## config.mk

```make
export PLATFORM = sky130hd
export DESIGN_NAME = lcd_timing_gen
export DESIGN_NICKNAME = d
export VERILOG_FILES = /design/src/rtl/lcd_timing_pkg.sv /design/src/rtl/lcd_pixel_tick.sv /design/src/rtl/lcd_timing_gen.sv
export SDC_FILE = /design/constraint.sdc
export NUM_CORES = 1
export LEC_CHECK = 0
export CAP_MARGIN = 30
export CORE_MARGIN = 2
export CORE_UTILIZATION = 54
export DETAILED_ROUTE_END_ITERATION = 10
export GPL_TIMING_DRIVEN = 1
export PLACE_DENSITY = 0.76
export SLEW_MARGIN = 15
export SYNTH_ARGS = -nofsm -noshare
export SYNTH_HDL_FRONTEND = slang
export SYNTH_SLANG_ARGS = --single-unit
```

## constraint.sdc

```tcl
create_clock -name clock -period 3 [get_ports clock]
set_clock_uncertainty 0.05 [all_clocks]
set_input_delay 0.3 -clock clock [delete_from_list [all_inputs] [get_ports clock]]
set_output_delay 0.3 -clock clock [all_outputs]
set_load 0.02 [all_outputs]
```

## src/rtl/lcd_timing_pkg.sv

```systemverilog
// Shared timing constants and counter type for the 480x272 RGB LCD raster generator.
package lcd_timing_pkg;

    localparam int LCD_CLK_DIV  = 3;
    localparam int LCD_H_ACTIVE = 480;
    localparam int LCD_H_FRONT  = 2;
    localparam int LCD_H_SYNC   = 41;
    localparam int LCD_H_BACK   = 2;
    localparam int LCD_V_ACTIVE = 272;
    localparam int LCD_V_FRONT  = 2;
    localparam int LCD_V_SYNC   = 10;
    localparam int LCD_V_BACK   = 2;

    localparam int LCD_H_TOTAL = LCD_H_ACTIVE + LCD_H_FRONT + LCD_H_SYNC + LCD_H_BACK;
    localparam int LCD_V_TOTAL = LCD_V_ACTIVE + LCD_V_FRONT + LCD_V_SYNC + LCD_V_BACK;

    typedef logic [9:0] lcd_cnt_t;

    // Half-open window test [lo, hi) used for the sync pulse regions.
    function automatic logic in_window(input lcd_cnt_t cnt, input lcd_cnt_t lo,
                                       input lcd_cnt_t hi);
        return (cnt >= lo) && (cnt < hi);
    endfunction

endpackage

```

## src/rtl/lcd_pixel_tick.sv

```systemverilog
// Pixel-rate divider: one-clock pixel_tick every CLK_DIV clocks and the panel pixel clock.
module lcd_pixel_tick #(
    parameter int CLK_DIV = 3
) (
    input  logic clock,
    input  logic reset,
    output logic pixel_tick,
    output logic lcd_clk
);

    localparam int DW = (CLK_DIV > 1) ? $clog2(CLK_DIV) : 1;
    localparam logic [DW-1:0] DIV_LAST = DW'(CLK_DIV - 1);

    logic [DW-1:0] div_cnt;

    always_ff @(posedge clock or negedge reset) begin
        if (!reset) begin
            div_cnt <= '0;
        end else if (div_cnt == DIV_LAST) begin
            div_cnt <= '0;
        end else begin
            div_cnt <= div_cnt + DW'(1);
        end
    end

    // Gated by reset so both outputs read 0 while held; with CLK_DIV=1 both are simply high.
    assign pixel_tick = reset && (div_cnt == DIV_LAST);
    assign lcd_clk    = reset && ((CLK_DIV == 1) || (int'(div_cnt) < CLK_DIV / 2));

endmodule

```

## src/rtl/lcd_timing_gen.sv

```systemverilog
// Raster timing for the RGB LCD: h/v counters on pixel_tick and a registered output stage
// (one pixel of latency) producing hsync, vsync, de, x, y and frame_start.
module lcd_timing_gen
    import lcd_timing_pkg::*;
#(
    parameter int CLK_DIV  = LCD_CLK_DIV,
    parameter int H_ACTIVE = LCD_H_ACTIVE,
    parameter int H_FRONT  = LCD_H_FRONT,
    parameter int H_SYNC   = LCD_H_SYNC,
    parameter int H_BACK   = LCD_H_BACK,
    parameter int V_ACTIVE = LCD_V_ACTIVE,
    parameter int V_FRONT  = LCD_V_FRONT,
    parameter int V_SYNC   = LCD_V_SYNC,
    parameter int V_BACK   = LCD_V_BACK
) (
    input  logic       clock,
    input  logic       reset,
    output logic       pixel_tick,
    output logic       lcd_clk,
    output logic       hsync,
    output logic       vsync,
    output logic       de,
    output logic [8:0] x,
    output logic [8:0] y,
    output logic       frame_start
);

    localparam int H_TOTAL = H_ACTIVE + H_FRONT + H_SYNC + H_BACK;
    localparam int V_TOTAL = V_ACTIVE + V_FRONT + V_SYNC + V_BACK;

    localparam lcd_cnt_t H_LAST = lcd_cnt_t'(H_TOTAL - 1);
    localparam lcd_cnt_t V_LAST = lcd_cnt_t'(V_TOTAL - 1);
    localparam lcd_cnt_t H_ACT  = lcd_cnt_t'(H_ACTIVE);
    localparam lcd_cnt_t V_ACT  = lcd_cnt_t'(V_ACTIVE);
    localparam lcd_cnt_t HS_BEG = lcd_cnt_t'(H_ACTIVE + H_FRONT);
    localparam lcd_cnt_t HS_END = lcd_cnt_t'(H_ACTIVE + H_FRONT + H_SYNC);
    localparam lcd_cnt_t VS_BEG = lcd_cnt_t'(V_ACTIVE + V_FRONT);
    localparam lcd_cnt_t VS_END = lcd_cnt_t'(V_ACTIVE + V_FRONT + V_SYNC);

    lcd_cnt_t h_cnt;
    lcd_cnt_t v_cnt;
    logic     de_p0;
    logic     hs_p0;
    logic     vs_p0;
    logic     sof_p0;

    lcd_pixel_tick #(
        .CLK_DIV(CLK_DIV)
    ) u_pixel_tick (
        .clock     (clock),
        .reset     (reset),
        .pixel_tick(pixel_tick),
        .lcd_clk   (lcd_clk)
    );

    always_ff @(posedge clock or negedge reset) begin
        if (!reset) begin
            h_cnt <= '0;
            v_cnt <= '0;
        end else if (pixel_tick) begin
            if (h_cnt == H_LAST) begin
                h_cnt <= '0;
                v_cnt <= (v_cnt == V_LAST) ? '0 : v_cnt + lcd_cnt_t'(1);
            end else begin
                h_cnt <= h_cnt + lcd_cnt_t'(1);
            end
        end
    end

    // Stage p0: region decode of the current counter position
    always_comb begin
        de_p0  = (h_cnt < H_ACT) && (v_cnt < V_ACT);
        hs_p0  = in_window(h_cnt, HS_BEG, HS_END);
        vs_p0  = in_window(v_cnt, VS_BEG, VS_END);
        sof_p0 = (h_cnt == '0) && (v_cnt == '0);
    end

    // Stage p1: registered panel outputs, held between ticks except the frame_start pulse
    always_ff @(posedge clock or negedge reset) begin
        if (!reset) begin
            hsync       <= 1'b1;
            vsync       <= 1'b1;
            de          <= 1'b0;
            x           <= '0;
            y           <= '0;
            frame_start <= 1'b0;
        end else if (pixel_tick) begin
            hsync       <= ~hs_p0;
            vsync       <= ~vs_p0;
            de          <= de_p0;
            x           <= de_p0 ? h_cnt[8:0] : '0;
            y           <= de_p0 ? v_cnt[8:0] : '0;
            frame_start <= sof_p0;
        end else begin
            frame_start <= 1'b0;
        end
    end

endmodule

```

==> results.md <==
* CTS root buf: clkbuf_8
* Total power at 1.32 mW
* Arrival time of the worst setup path at 2600 ps
* Yosys top cell by area: dfrtp_1
* ANT cells at 0
* Netlist cell types at 39
* Largest cells by area after synthesis: dfrtp_1 (52%), a22o_1 (7.4%), ha_1 (3.1%)
* Synth Area in XOR/XNOR at 4.73%
* Least-Margin Pin Slew at 539 ps
* Leak pwr at 1.06 nW
* Final Cycle Share at 82.1%
* Largest family of logic cells by synthesized area: simple AND/OR/NAND/NOR gates
* Post-place instance area at 2300 sq um
* First-pass GRT wire length at 7.15 mm
* Share of post-route cells with drive strength above 1 at 12.2%
* Final Setup Violations at 0
* Cts hold-fix bufs at 0
* Overall die height at 65.0 um
* Adder-cell share of the synthesized area at 3.11%
* Non-Filler Instances at 253
* Critical path peak fanout at 8
* Worst setup margin at 536 ps
* Outcome: finished, final reports clean
* Wire per inst at 15.9 um
* Nets at 211
* Fin. Hold Viols at 0
* Share of flip-flops with an asynchronous set or reset at 100%
* Synth top area share at 52.2%
* Die Wd at 65.0 um
* Number of flops mapped to enable cells by yosys at 0
* Crit path time final at 2460 ps
* Routability cong. at 0.820
* Unrepaired setup endpoints after global routing: false
* DR vias/cell at 6.03
* Setup crit end kind: flop
* Clk Latency, worst-skew pair at 300 ps
* Crit Reg-Reg Endpoint: v_cnt[6]
* Vias in the first global route at 1511
* Setup_tns at 0 ps
* FF-to-FF Start: h_cnt[4]
* Hold Crit Class: primary input to async pin
* Clock Tree Buf Depth at 2
* Slew Viols, Final at 0
* Synth warn at 0
* Synth Area per Inst at 11.4 sq um
* Mux cell area share after synthesis at 2.11%
* FMAX at 406 MHz
* Post-CTS setup buffers at 0
* Internal reg-to-reg setup slack at 540 ps
* Max cap viols at 0
* Initial core utilization at 55.4%
* Worst-path clk slew at 80 ps
* Peak VDD IR at 0.363 mV
* Num ports at 26
* Post-Place Setup Slack at 547 ps
* Simple-gate share of the synthesized area at 17.1%
* PD cells at 552 nW/um^2
* Syn-to-layout area delta at 18.9%
* CTS tree: built
* Initial antenna violation count at 0
* Core region area at 3630 sq um
* 1st-iter DRT viols at 113
* Slew margin rel. at 64.1%
* Die Area at 4230 sq um
* Synth Flop Type: dfrtp_1
* Global route total overflow at 0
* Mapped Nets at 183
* #FFs+latches synth at 44
* Vias post-DR at 1525
* Fillcell total at 295
* # clock sinks at 44
* GRT Total Usage at 22.5%
* Resized cells post-CTS at 0
* Largest net degree at the start of global routing at 46
* Compound-Gate Fraction of Synth Area at 14.2%
* Drt drc at 0
* Core Util, Final at 65.8%
* Class of the most critical setup path: flop to flop
* FP Rows at 22
* Worst Path Required at 3130 ps
* DRT Pass-1 Iters at 5
* Wirelength, routed at 4.03 mm
* Number of cells after detailed placement at 245
* HPWL Detailed at 2.94 mm
* Post-synthesis sequential area ratio at 54.9%
* Design Area, Final at 2390 sq um
* Mapped Cells at 176
* H-tree depth at 2
* CP Launch Type: flop
* IO buf count at 25
* Worst hold slack at 46.7 ps
* Final ANT Viol Nets at 0
* R2R depth at 4
* Post-synthesis cell area at 2010 sq um
* CTS Buf Count at 5
[cell families after synthesis]
kind of cell | Yosys count
simple gates | 59
xor+xnor | 10
mux | 4
flops | 44
fa+ha+maj | 5
buf+inv | 15
compound gates | 39
[synthesized netlist by cell type, types with 2 or more instances]
cell type and count:
or3_1 2, nand4_1 7, nand3_1 9, or4_4 3
ha_1 5, dfstp_2 2, xor2_1 4, mux2_2 2
and2_1 2, nand2_1 7, nor2_1 10, xnor2_1 5
nand3b_1 2, dfrtp_1 42, nor3_1 2, nor4_1 3
o21ai_0 7, a21oi_1 8, mux2i_1 2, clkbuf_1 6
inv_1 6, and3_1 5, buf_6 3, a22o_1 17
[worst max-delay path by stage]
stage / startpoint / endpoint / depth (start not counted)
finish: h_cnt[4] / v_cnt[6] / 4
global route: u_pixel_tick.div_cnt[0] / pixel_tick / 3
CTS: h_cnt[4] / v_cnt[6] / 4
detailed placement: h_cnt[4] / v_cnt[6] / 4
global placement: h_cnt[4] / v_cnt[6] / 4
floorplan: h_cnt[4] / v_cnt[6] / 5
[cell type report]
| type | instances | area (sq um) | share of cell area, % |
|---|---|---|---|
| clock buffers | 7 | 86.3 | 3.61 |
| clock inverters | 1 | 7.51 | 0.314 |
| inverters | 6 | 22.5 | 0.941 |
| flip-flops and latches | 44 | 1100 | 46.1 |
| repair buffers | 30 | 283 | 11.8 |
| multi-input cells | 117 | 830 | 34.7 |
| well taps | 48 | 60.1 | 2.51 |
[power by group]
part / internal, mW / switching (mW) / total, mW
registers: 0.647 / 0.0731 / 0.720
clock network: 0.187 / 0.193 / 0.380
logic: 0.111 / 0.111 / 0.222
[registers in the layout, summed over array words and instances (netlist names), 2 cells and up]
signal and flops:
h_cnt 10, v_cnt 10, x 9, y 9, u_pixel_tick.div_cnt 2
[worst max-delay path: stages (launching register included)]
cell and delay (ps):
dfrtp_1 450, or4_4 560, or4_4 580, or4_4 560, xnor2_2 150
[per-layer routing]
metal	routed length, um	part of all wire (%)	track usage [%]	up-vias
met4	99	2.5	10.2	0
met1	1800	45	28.9	774
met5	0	0	0	-
met3	160	4.0	5.38	10
met2	1970	49	36.3	39
li1	-	-	-	702
[cells in the final DEF, fill, tap and decap left out, types with 4 or more instances in the layout]
| cell type | instances |
|---|---|
| ha_1 | 5 |
| nand2_1 | 7 |
| xor2_1 | 4 |
| xnor2_1 | 5 |
| o21ai_0 | 7 |
| a21oi_1 | 8 |
| a22o_1 | 17 |
| inv_1 | 6 |
| buf_4 | 5 |
| clkbuf_8 | 6 |
| nand3_1 | 9 |
| nor2_1 | 10 |
| clkdlybuf4s50_1 | 24 |
| dfrtp_1 | 42 |
| and3_1 | 5 |
| nand4_1 | 7 |
(Power assumes the default switching activity.)
